$ cat config.mk
export PLATFORM = sky130hd
export DESIGN_NAME = bf16_op_issuer_flat
export DESIGN_NICKNAME = d
export VERILOG_FILES = /design/src/rtl/data_type_pkg.sv /design/src/rtl/op_intf.sv /design/src/rtl/sat_counter.sv /design/src/rtl/bf16_op_issuer.sv /design/src/flat_wrapper.sv
export SDC_FILE = /design/constraint.sdc
export NUM_CORES = 1
export LEC_CHECK = 0
export CAP_MARGIN = 20
export CORE_UTILIZATION = 39
export CTS_CLUSTER_DIAMETER = 30
export DETAILED_ROUTE_END_ITERATION = 7
export PLACE_DENSITY = 0.82
export SLEW_MARGIN = 20
export SYNTH_ARGS = -nofsm -noshare
export SYNTH_HDL_FRONTEND = slang
export SYNTH_SLANG_ARGS = --single-unit
$ cat constraint.sdc
create_clock -name clk_i -period 1.4 [get_ports clk_i]
set_input_delay 0.14 -clock clk_i [delete_from_list [all_inputs] [get_ports clk_i]]
set_output_delay 0.14 -clock clk_i [all_outputs]
set_load 0.03 [all_outputs]
$ cat src/rtl/data_type_pkg.sv
// -----------------------------------------------------------------------------
// data_type_pkg
// Shared types for the bfloat16 datapath:
//   - OP_* opcode constants understood by the add/sub/mul/div operation mux
//   - issuer_state_e : state encoding of the bf16_op_issuer front end
//   - bf16_t         : bfloat16 word {sign, exp[7:0], frac[6:0]}
//   - is_legal_op()  : true for the four opcodes the mux implements
// -----------------------------------------------------------------------------
package data_type_pkg;

  localparam logic [3:0] OP_ADD = 4'h0;
  localparam logic [3:0] OP_SUB = 4'h1;
  localparam logic [3:0] OP_MUL = 4'h2;
  localparam logic [3:0] OP_DIV = 4'h3;

  typedef enum logic [1:0] {
    IDLE = 2'd0,
    WAIT = 2'd1,
    RESP = 2'd2
  } issuer_state_e;

  typedef struct packed {
    logic       sign;
    logic [7:0] exp;
    logic [6:0] frac;
  } bf16_t;

  function automatic logic is_legal_op(input logic [3:0] op);
    return (op == OP_ADD) || (op == OP_SUB) || (op == OP_MUL) || (op == OP_DIV);
  endfunction

endpackage : data_type_pkg

$ cat src/rtl/op_intf.sv
// -----------------------------------------------------------------------------
// op_intf
// Operand/result bundle between a command front end and the bf16 operation mux.
//   op1_*, op2_*    : operands, {sign, exp, frac} split into fields
//   op3_*, overflow : result of the selected operation
// Modports:
//   bus_side : front end, drives the operands and reads the result
//   mux_side : datapath, reads the operands and drives the result
// -----------------------------------------------------------------------------
interface op_intf;

  logic       op1_sign;
  logic [7:0] op1_exp;
  logic [6:0] op1_frac;
  logic       op2_sign;
  logic [7:0] op2_exp;
  logic [6:0] op2_frac;
  logic       op3_sign;
  logic [7:0] op3_exp;
  logic [6:0] op3_frac;
  logic       overflow;

  modport bus_side (
    output op1_sign, op1_exp, op1_frac,
    output op2_sign, op2_exp, op2_frac,
    input  op3_sign, op3_exp, op3_frac,
    input  overflow
  );

  modport mux_side (
    input  op1_sign, op1_exp, op1_frac,
    input  op2_sign, op2_exp, op2_frac,
    output op3_sign, op3_exp, op3_frac,
    output overflow
  );

endinterface : op_intf

$ cat src/rtl/sat_counter.sv
// -----------------------------------------------------------------------------
// sat_counter
// W-bit up counter that sticks at all-ones instead of wrapping.
//   clk_i  : clock
//   rst_ni : asynchronous active-low reset, clears the count
//   inc_i  : add one this cycle (ignored once saturated)
//   cnt_o  : current count
// -----------------------------------------------------------------------------
module sat_counter #(
  parameter int W = 16
) (
  input  logic         clk_i,
  input  logic         rst_ni,
  input  logic         inc_i,
  output logic [W-1:0] cnt_o
);

  logic [W-1:0] cnt_d, cnt_q;

  always_comb begin
    cnt_d = cnt_q;
    if (inc_i && (cnt_q != '1)) begin
      cnt_d = cnt_q + W'(1);
    end
  end

  always_ff @(posedge clk_i or negedge rst_ni) begin
    if (!rst_ni) begin
      cnt_q <= '0;
    end else begin
      cnt_q <= cnt_d;
    end
  end

  assign cnt_o = cnt_q;

endmodule : sat_counter

$ cat src/rtl/bf16_op_issuer.sv
// -----------------------------------------------------------------------------
// bf16_op_issuer
// Sequential front end of the bf16 add/sub/mul/div datapath. Accepts one
// request per valid/ready handshake, holds the operands on the operation mux
// for LATENCY cycles, captures the result and presents it as a response with
// valid/ready backpressure. Every output comes straight from a flop.
//
// Parameters:
//   LATENCY        : cycles the operands are held on the mux (>= 1)
// Ports:
//   clk_i, rst_ni  : clock, asynchronous active-low reset
//   req_valid_i    : request valid          req_ready_o : request ready
//   req_op_i       : opcode (OP_* codes)    req_op1_i/req_op2_i : bf16 operands
//   op_o           : opcode driven to the mux (keeps the last accepted opcode)
//   mux_intf       : operands out (zero outside WAIT), result/overflow in
//   rsp_valid_o    : response valid         rsp_ready_i : response ready
//   rsp_result_o   : captured result        rsp_overflow_o : captured overflow
//   rsp_illegal_o  : request carried an opcode the mux does not implement
//   ovf_cnt_o      : saturating count of overflowing responses, present only
//                    when BF16_OP_ISSUER_OVF_CNT_EN is defined
// -----------------------------------------------------------------------------
module bf16_op_issuer
  import data_type_pkg::*;
#(
  parameter int LATENCY = 1
) (
  input  logic        clk_i,
  input  logic        rst_ni,
  input  logic        req_valid_i,
  output logic        req_ready_o,
  input  logic [3:0]  req_op_i,
  input  logic [15:0] req_op1_i,
  input  logic [15:0] req_op2_i,
  output logic [3:0]  op_o,
  op_intf.bus_side    mux_intf,
  output logic        rsp_valid_o,
  input  logic        rsp_ready_i,
  output logic [15:0] rsp_result_o,
  output logic        rsp_overflow_o,
  output logic        rsp_illegal_o
`ifdef BF16_OP_ISSUER_OVF_CNT_EN
  ,
  output logic [15:0] ovf_cnt_o
`endif
);

  if (LATENCY < 1) begin : g_bad_latency
    $error("bf16_op_issuer: LATENCY must be at least 1");
  end

  localparam int CNT_W = (LATENCY > 1) ? $clog2(LATENCY) : 1;

  issuer_state_e    state_d, state_q;
  logic [CNT_W-1:0] cnt_d, cnt_q;
  logic             req_ready_d, req_ready_q;
  logic [3:0]       op_d, op_q;
  bf16_t            op1_d, op1_q;
  bf16_t            op2_d, op2_q;
  logic             rsp_valid_d, rsp_valid_q;
  bf16_t            rsp_result_d, rsp_result_q;
  logic             rsp_overflow_d, rsp_overflow_q;
  logic             rsp_illegal_d, rsp_illegal_q;
  bf16_t            mux_result;

  assign mux_result = {mux_intf.op3_sign, mux_intf.op3_exp, mux_intf.op3_frac};

  // The operand registers double as the mux drive: they are loaded only for a
  // legal request and cleared when WAIT ends, so the mux sees zeros otherwise.
  always_comb begin
    // NOTE: every signal gets a default before the case so no path leaves it
    // unassigned; without that, synthesis infers a latch.
    state_d        = state_q;
    cnt_d          = cnt_q;
    req_ready_d    = req_ready_q;
    op_d           = op_q;
    op1_d          = op1_q;
    op2_d          = op2_q;
    rsp_valid_d    = rsp_valid_q;
    rsp_result_d   = rsp_result_q;
    rsp_overflow_d = rsp_overflow_q;
    rsp_illegal_d  = rsp_illegal_q;

    unique case (state_q)
      IDLE: begin
        if (req_valid_i) begin
          op_d        = req_op_i;
          req_ready_d = 1'b0;
          if (is_legal_op(req_op_i)) begin
            state_d = WAIT;
            cnt_d   = CNT_W'(LATENCY - 1);
            op1_d   = req_op1_i;
            op2_d   = req_op2_i;
          end else begin
            // Nothing to compute: answer immediately with a flagged zero.
            state_d        = RESP;
            rsp_valid_d    = 1'b1;
            rsp_result_d   = '0;
            rsp_overflow_d = 1'b0;
            rsp_illegal_d  = 1'b1;
          end
        end
      end

      WAIT: begin
        if (cnt_q == '0) begin
          state_d        = RESP;
          rsp_valid_d    = 1'b1;
          rsp_result_d   = mux_result;
          rsp_overflow_d = mux_intf.overflow;
          rsp_illegal_d  = 1'b0;
          op1_d          = '0;
          op2_d          = '0;
        end else begin
          cnt_d = cnt_q - CNT_W'(1);
        end
      end

      RESP: begin
        if (rsp_ready_i) begin
          state_d     = IDLE;
          rsp_valid_d = 1'b0;
          req_ready_d = 1'b1;
        end
      end

      default: begin
        state_d = IDLE;
      end
    endcase
  end

  // NOTE: state is updated with non-blocking assignments so every flop samples
  // the pre-edge values regardless of statement order.
  always_ff @(posedge clk_i or negedge rst_ni) begin
    if (!rst_ni) begin
      state_q        <= IDLE;
      cnt_q          <= '0;
      req_ready_q    <= 1'b1;
      op_q           <= 4'h0;
      op1_q          <= '0;
      op2_q          <= '0;
      rsp_valid_q    <= 1'b0;
      rsp_result_q   <= '0;
      rsp_overflow_q <= 1'b0;
      rsp_illegal_q  <= 1'b0;
    end else begin
      state_q        <= state_d;
      cnt_q          <= cnt_d;
      req_ready_q    <= req_ready_d;
      op_q           <= op_d;
      op1_q          <= op1_d;
      op2_q          <= op2_d;
      rsp_valid_q    <= rsp_valid_d;
      rsp_result_q   <= rsp_result_d;
      rsp_overflow_q <= rsp_overflow_d;
      rsp_illegal_q  <= rsp_illegal_d;
    end
  end

  assign req_ready_o       = req_ready_q;
  assign op_o              = op_q;
  assign mux_intf.op1_sign = op1_q.sign;
  assign mux_intf.op1_exp  = op1_q.exp;
  assign mux_intf.op1_frac = op1_q.frac;
  assign mux_intf.op2_sign = op2_q.sign;
  assign mux_intf.op2_exp  = op2_q.exp;
  assign mux_intf.op2_frac = op2_q.frac;
  assign rsp_valid_o       = rsp_valid_q;
  assign rsp_result_o      = rsp_result_q;
  assign rsp_overflow_o    = rsp_overflow_q;
  assign rsp_illegal_o     = rsp_illegal_q;

`ifdef BF16_OP_ISSUER_OVF_CNT_EN
  logic ovf_inc;

  // Count at the response handshake so a held response is counted once.
  assign ovf_inc = (state_q == RESP) && rsp_ready_i && rsp_overflow_q;

  sat_counter #(
    .W (16)
  ) u_ovf_cnt (
    .clk_i  (clk_i),
    .rst_ni (rst_ni),
    .inc_i  (ovf_inc),
    .cnt_o  (ovf_cnt_o)
  );
`else
  // Overflow counter not built.
`endif

endmodule : bf16_op_issuer

$ cat src/flat_wrapper.sv
// flat-port wrapper written by rule: the top's interface ports become plain ports
module bf16_op_issuer_flat import data_type_pkg::*;
#(
  parameter int LATENCY = 1
)
  (clk_i, rst_ni, req_valid_i, req_ready_o, req_op_i, req_op1_i, req_op2_i, op_o, rsp_valid_o, rsp_ready_i, rsp_result_o, rsp_overflow_o, rsp_illegal_o, mux_intf_op1_sign, mux_intf_op1_exp, mux_intf_op1_frac, mux_intf_op2_sign, mux_intf_op2_exp, mux_intf_op2_frac, mux_intf_op3_sign, mux_intf_op3_exp, mux_intf_op3_frac, mux_intf_overflow);
  op_intf mux_intf_i ();
  input  logic clk_i;
  input  logic rst_ni;
  input  logic req_valid_i;
  output logic req_ready_o;
  input  logic [3:0] req_op_i;
  input  logic [15:0] req_op1_i;
  input  logic [15:0] req_op2_i;
  output logic [3:0] op_o;
  output logic rsp_valid_o;
  input  logic rsp_ready_i;
  output logic [15:0] rsp_result_o;
  output logic rsp_overflow_o;
  output logic rsp_illegal_o;
  output wire logic [$bits(mux_intf_i.op1_sign)-1:0] mux_intf_op1_sign;
  output wire logic [$bits(mux_intf_i.op1_exp)-1:0] mux_intf_op1_exp;
  output wire logic [$bits(mux_intf_i.op1_frac)-1:0] mux_intf_op1_frac;
  output wire logic [$bits(mux_intf_i.op2_sign)-1:0] mux_intf_op2_sign;
  output wire logic [$bits(mux_intf_i.op2_exp)-1:0] mux_intf_op2_exp;
  output wire logic [$bits(mux_intf_i.op2_frac)-1:0] mux_intf_op2_frac;
  input wire logic [$bits(mux_intf_i.op3_sign)-1:0] mux_intf_op3_sign;
  input wire logic [$bits(mux_intf_i.op3_exp)-1:0] mux_intf_op3_exp;
  input wire logic [$bits(mux_intf_i.op3_frac)-1:0] mux_intf_op3_frac;
  input wire logic [$bits(mux_intf_i.overflow)-1:0] mux_intf_overflow;
  assign mux_intf_op1_sign = mux_intf_i.op1_sign;
  assign mux_intf_op1_exp = mux_intf_i.op1_exp;
  assign mux_intf_op1_frac = mux_intf_i.op1_frac;
  assign mux_intf_op2_sign = mux_intf_i.op2_sign;
  assign mux_intf_op2_exp = mux_intf_i.op2_exp;
  assign mux_intf_op2_frac = mux_intf_i.op2_frac;
  assign mux_intf_i.op3_sign = mux_intf_op3_sign;
  assign mux_intf_i.op3_exp = mux_intf_op3_exp;
  assign mux_intf_i.op3_frac = mux_intf_op3_frac;
  assign mux_intf_i.overflow = mux_intf_overflow;
  bf16_op_issuer #(.LATENCY(LATENCY)) u_core (.clk_i(clk_i), .rst_ni(rst_ni), .req_valid_i(req_valid_i), .req_ready_o(req_ready_o), .req_op_i(req_op_i), .req_op1_i(req_op1_i), .req_op2_i(req_op2_i), .op_o(op_o), .mux_intf(mux_intf_i), .rsp_valid_o(rsp_valid_o), .rsp_ready_i(rsp_ready_i), .rsp_result_o(rsp_result_o), .rsp_overflow_o(rsp_overflow_o), .rsp_illegal_o(rsp_illegal_o));
endmodule
==> metrics.txt, run 1 <==
Residual DRC=0; RD Place Congestion=~0.75; register bit count reported by yosys=58; CP Capture Type=register; ratio of final minimum period to clock period=0.932; Synth top cells by count=dfrtp_1 (57), a22o_1 (41), a22o_2 (8); CTS Buffer Depth=2; IO Port Bufs=roughly 110; Worst VDD drop=between 0.9 and 1 mV; fin crit period=about 1.3 ns; Final Util=0.682; Hold Vio Cnt, Final=0; flop-to-flop setup slack=between 0.09 and 0.1 ns; worst relative slew slack=0.747; max frequency=roughly 770 MHz; Synth Flop Type=dfrtp_1; Synth Area per Inst=roughly 15 sq um; post-synthesis async set-or-reset flop share=1.00; Layout area overhead=64.6%; Die X-Extent=76.6 microns; critical path's slowest cell=dfrtp_1; CTS tree=built; diode count=0; vias=about 1.7k; Post-synth EDFFs=0; CTS H-tree depth=3; crit path launch=u_core.state_q[0]$_DFFE_PN0P_; worst-path fanout max=5; critical path, cell by cell=nand2b_4 > nor2_1 > buf_4 > mux2_2; Worst setup endpoint=u_core.op_o[1]$_DFFE_PN0P_; Final #Nets=320; R2R depth=4; Worst Hold Class=input pin to async pin; Setup-failing EPs final=0; Slew Limit Fails=0; first-pass GRT wire length=approximately 8500 microns; Die Span Y=76.6 microns; DP HPWL=between 3000 and 4000 microns; Num CTS Buffers=9; clk_lat worst skew=0.32 ns; CTS root buffer=clkbuf_8; register area=about 1500 sq um; fin area=around 3600 sq um; Fin Clk Skew=between 0.007 and 0.008 ns; Initial Util=0.414; PD cells=between 1500 and 2000 nW/um^2; Arrival @ worst endpoint=around 1.5 ns; post-synthesis net count=198; total grt overflow=0; Max stage delay on crit path=between 0.4 and 0.5 ns; Die Area=around 5900 sq um; Reg-to-Reg End=u_core.op_o[1]$_DFFE_PN0P_; P_leak=1.80 nW; final setup margin=around 0.096 ns; clock-pin slew on the worst setup and hold paths=~0.07 ns; CORE AREA=approximately 5200 sq um; Data required, critical path=1.60 ns; outcome=completed; Syn Inst Count=~140; WL/cell=around 15 microns; dpl ws=-0.145 ns; Synth area leaders=dfrtp_1 (66%), a22o_1 (17%), a22o_2 (3.7%), buf_6 (2.1%), mux2_2 (2.1%); worst-margin pin slew=0.379 ns; gr usage total=0.190; vias in the first global route=about 1.7k; Rows=26; antenna violations before repair=0; Placement Cell Area=about 3400 sq um; critical path type=register to register; unrepaired setup endpoints after global routing=false; fillers=about 430; post-route ant nets=0; share of cells above drive strength 1=0.164; Clock Sinks=just under 60; Netlist cell types=23; via density per instance=about 4.9; final WL=5070 microns; reg2reg start=u_core.state_q[0]$_DFFE_PN0P_; Seq/Total Area, Yosys=0.669; IO Count=between 100 and 150; maxcap violations=0; largest net degree at the start of global routing=slightly below 60; initial drt markers=80; top cell type's share of synthesized area=0.657; multi-input logic area=626 sq um; most common cell in the netlist=dfrtp_1; yosys synthesis warning count=0; type of origin of the critical path=register; setup bufs post-CTS=0; synthesized area=2170 sq um; 1st-pass router iterations=4; Synth area leader=dfrtp_1
-- cell families (layout without fill, tap and decap cells) --
kind of cell    Yosys count  count (layout)  share of synthesized area
flops                    58              58                      0.669
mux                       4               4                     0.0207
compound gates           58              58                      0.232
buf+inv                  12             139                     0.0450
simple gates              9               9                     0.0334
-- area by class of cell --
| cell class | count | share of cell area |
|---|---|---|
| sequential | 58 | 0.407 |
| timing repair buffer | 121 | 0.326 |
| multi-input combinational | 71 | 0.175 |
| clock buffer | 11 | 0.0368 |
| clock inverter | 5 | 0.0287 |
| tap | 70 | 0.0245 |
| inverter | 2 | 0.00210 |
-- metal layers --
metal / up-vias / track usage / routed length (microns)
met5: - / 0 / 0
met4: 0 / 0.0981 / 82
met2: 80 / 0.282 / 2280
met3: 9 / 0.0407 / 298
met1: 787 / 0.261 / 2400
li1: 777 / - / -
-- worst min-delay path by stage --
stage                                             end  depth (start not counted)
5_1_grt                    u_core.op_o[2]$_DFFE_PN0P_                          3
2_1_floorplan  u_core.mux_intf.op1_exp[0]$_DFFE_PN0P_                          0
3_3_place_gp       u_core.rsp_result_o[6]$_DFFE_PN0P_                          2
6_report           u_core.rsp_result_o[6]$_DFFE_PN0P_                          3
4_1_cts           u_core.rsp_result_o[10]$_DFFE_PN0P_                          3
3_5_place_dp       u_core.rsp_result_o[1]$_DFFE_PN0P_                          2
-- cells in the final DEF (no fill, tap or decap), types with 2 or more instances in the layout --
master,Yosys,routed
mux2_2,4,4
inv_1,2,2
nor2_1,4,4
clkbuf_1,0,2
bufinv_16,0,3
o21ai_0,2,2
a22o_1,41,41
a22o_2,8,8
dfrtp_1,57,56
clkdlybuf4s50_1,0,55
buf_12,0,4
a21oi_1,2,2
dlygate4sd2_1,0,55
clkbuf_8,0,9
buf_4,2,5
-- sequential cells by signal (all words and copies together) (netlist names) --
register	flops
u_core.rsp_result_o	16
u_core.mux_intf.op1_exp	8
u_core.mux_intf.op2_exp	8
u_core.mux_intf.op1_frac	7
u_core.mux_intf.op2_frac	7
u_core.op_o	4
u_core.state_q	2
u_core.mux_intf.op1_sign	1
u_core.mux_intf.op2_sign	1
u_core.req_ready_o	1
u_core.rsp_illegal_o	1
u_core.rsp_overflow_o	1
u_core.rsp_valid_o	1
-- per-stage QoR --
step	hold WS, ns	power, mW	TNS, ns	cells
global route	0.374	6.33	0	338
CTS	0.355	6.11	0	338
global placement	0.157	4.50	-4.69	321
floorplan	-0.156	3.47	0	141
finish	0.337	6.05	0	338
detailed placement	0.166	4.53	-6.10	321
-- timing repair --
item / in CTS / in global routing
endpoints found under the setup margin: 72 / 1
gates resized for setup: 56 / 1
hold buffers: 1 / 0
endpoints found under the hold margin: 57 / 0
-- power breakdown --
group          switching [mW]  internal [mW]
Sequential              0.233           2.05
Clock                   0.627           1.18
Combinational            1.14          0.810
-- worst max-delay path, delay by kind of cell (launching register included) --
family	cells	cell delay (ns)
and+or+nand+nor	2	0.29
DFF	1	0.42
buffers and inverters	1	0.15
muxes	1	0.33
(Power assumes the default switching activity.)
==> run 2: changes to the inputs <==
--- a/config.mk
+++ b/config.mk
@@ -7,6 +7,7 @@
 export LEC_CHECK = 0
 export CAP_MARGIN = 20
 export CORE_UTILIZATION = 39
+export CTS_BUF_LIST = sky130_fd_sc_hd__clkbuf_16
 export CTS_CLUSTER_DIAMETER = 30
 export DETAILED_ROUTE_END_ITERATION = 7
 export PLACE_DENSITY = 0.82
==> run 2 against run 1 <==
Register-to-register slack lost 0.02 ns. Sequential power is essentially flat. Combinational power is essentially flat. Critical endpoint is now u_core.mux_intf.op1_exp[7]$_DFFE_PN0P_. Largest power group is now clock.
==> metrics.txt, run 2 (synthesized netlist as in run 1, its figures left out) <==
Layout area overhead=69.2%; P_leak=1.85 nW (+3.1%); flop-to-flop setup slack=0.07 ns (-0.02 ns); PD cells=1820 nW/um^2 (+7.4%); clock-pin slew on the worst setup and hold paths=0.05 ns (-0.02 ns); Arrival @ worst endpoint=1.53 ns (+0.03 ns); critical path type=register to register; Hold Slack=0.342 ns (+0.00540 ns); diode count=0 (unchanged); register area=1450 sq um (about the same); fin area=3670 sq um (+2.8%); gr usage total=0.195 (+0.00532); 1st-pass router iterations=4 (unchanged); met1 WL=2360 microns (-1.6%); Fin Clk Skew=0.00424 ns (-0.00316 ns); IO Count=113 (unchanged); outcome=completed; CTS Buffer Depth=2 (unchanged); Die X-Extent=76.6 microns (unchanged); via density per instance=4.90 (+0.24%); maxcap violations=0 (unchanged); Num CTS Buffers=9 (unchanged); CORE AREA=5240 sq um (unchanged); DP HPWL=3460 microns (unchanged); largest net degree at the start of global routing=59 (unchanged); setup TNS=0 ns (unchanged); IO Port Bufs=112 (unchanged); Worst Hold Class=input pin to async pin; Worst setup endpoint=u_core.mux_intf.op1_exp[7]$_DFFE_PN0P_; Final #Nets=320 (unchanged); Placement Cell Area=3390 sq um (unchanged); share of cells above drive strength 1=0.160 (-0.00373); dpl ws=-0.145 ns (unchanged); CP Capture Type=register; vias in the first global route=1694 (unchanged); Rows=26 (unchanged); unrepaired setup endpoints after global routing=false; clk_lat worst skew=0.32 ns (about the same); Residual DRC=0 (unchanged); reg2reg start=u_core.state_q[1]$_DFFE_PN0P_; worst-margin pin slew=0.422 ns (+0.0430 ns); Die Area=5870 sq um (unchanged); first-pass GRT wire length=8560 microns (+1.1%); commonest non-fill, non-tap cells in the layout=dfrtp_1 (57), clkdlybuf4s50_1 (55), dlygate4sd2_1 (55), a22o_1 (41), clkbuf_16 (9); initial drt markers=68 (-15%); max layer used=met4; Hold Vio Cnt, Final=0 (unchanged); Clock Sinks=58 (unchanged); met3 wire len=323 microns (+8.4%); CTS root buffer=clkbuf_16; Reg-to-Reg End=u_core.mux_intf.op1_exp[7]$_DFFE_PN0P_; antenna violations before repair=0 (unchanged); fin cells=338 (unchanged); Slew Limit Fails=0 (unchanged); Setup-failing EPs final=0 (unchanged); met2 wire length=2350 microns (+3.1%); Die Span Y=76.6 microns (unchanged); crit path launch=u_core.state_q[1]$_DFFE_PN0P_; worst relative slew slack=0.719 (-0.0280); max FFs per register=16 (unchanged); Worst VDD drop=0.997 mV (+4.5%); total grt overflow=0 (unchanged); max frequency=754 MHz (-1.7%); dpl cells=321 (unchanged); ratio of final minimum period to clock period=0.948 (+0.0160); type of origin of the critical path=register; R2R depth=3 (-1); setup bufs post-CTS=0 (unchanged); final setup margin=0.0734 ns (-0.0223 ns); post-route ant nets=0 (unchanged); vias=1657 (+0.24%); fin crit period=1.33 ns (+0.0223 ns); Data required, critical path=1.60 ns (about the same); most common cell after layout, fill and taps aside=dfrtp_1; WL/cell=15.2 microns (+1.7%); RD Place Congestion=0.747 (unchanged); multi-input logic area=626 sq um (unchanged); worst-path fanout max=12 (+7); Initial Util=0.414 (unchanged); CTS H-tree depth=3 (unchanged); CTS tree=built; fillers=409 (-3.8%); final WL=5150 microns (+1.7%)
==> run 2: cell types whose count changed in the layout (fill, tap and decap cells not counted), sizes merged <==
cell | previous run | this run
clkbuf | 11 | 9
inv | 2 | 4
==> run 2: cell type report <==
| cell class | count | share of cell area |
|---|---|---|
| clock buffer | 9 | 0.0613 |
| clock inverter | 7 | 0.0300 |
| inverter | 2 | 0.00204 |
| multi-input combinational | 71 | 0.170 |
| sequential | 58 | 0.395 |
| tap | 70 | 0.0238 |
| timing repair buffer | 121 | 0.317 |
==> run 2: how the worst min path moves through the flow <==
stage,start,end,depth (start not counted)
after floorplan,rst_ni,u_core.mux_intf.op1_exp[0]$_DFFE_PN0P_,0
after global placement,rst_ni,u_core.rsp_result_o[6]$_DFFE_PN0P_,2
after detailed placement,rst_ni,u_core.rsp_result_o[1]$_DFFE_PN0P_,2
after CTS,rst_ni,u_core.rsp_result_o[6]$_DFFE_PN0P_,3
after global routing,rst_ni,u_core.rsp_result_o[6]$_DFFE_PN0P_,3
final,rst_ni,u_core.rsp_result_o[2]$_DFFE_PN0P_,3
==> run 2: where the power goes <==
group	switching (mW)	leakage (nW)	internal [mW]	total, mW
Combinational	1.14	0.933	0.810	1.95
Clock	0.716	0.168	1.72	2.43
Sequential	0.234	0.751	2.06	2.29
Total	2.09	1.85	4.58	6.68
==> run 2: per-layer routing <==
layer | up-vias | track usage
li1 | 784 | -
met1 | 785 | 0.254
met2 | 79 | 0.292
met3 | 9 | 0.0551
met4 | 0 | 0.110
met5 | - | 0
==> run 2: timing repair <==
item	CTS	global route
gates resized for setup	56	0
hold endpoints to repair	57	0
setup endpoints to repair	72	0
hold buffers	1	0
==> run 2: stage by stage <==
stage           util  power (mW)
6_report       0.701        6.68
5_1_grt        0.701        6.97
4_1_cts        0.701        6.74
3_5_place_dp   0.648        4.53
3_3_place_gp   0.648        4.50
2_1_floorplan      -        3.47
==> run 2: critical path: stages, from the launching register on <==
cell,delay [ns]
dfrtp_1,0.52
o21bai_2,0.30
buf_4,0.20
a22o_1,0.19
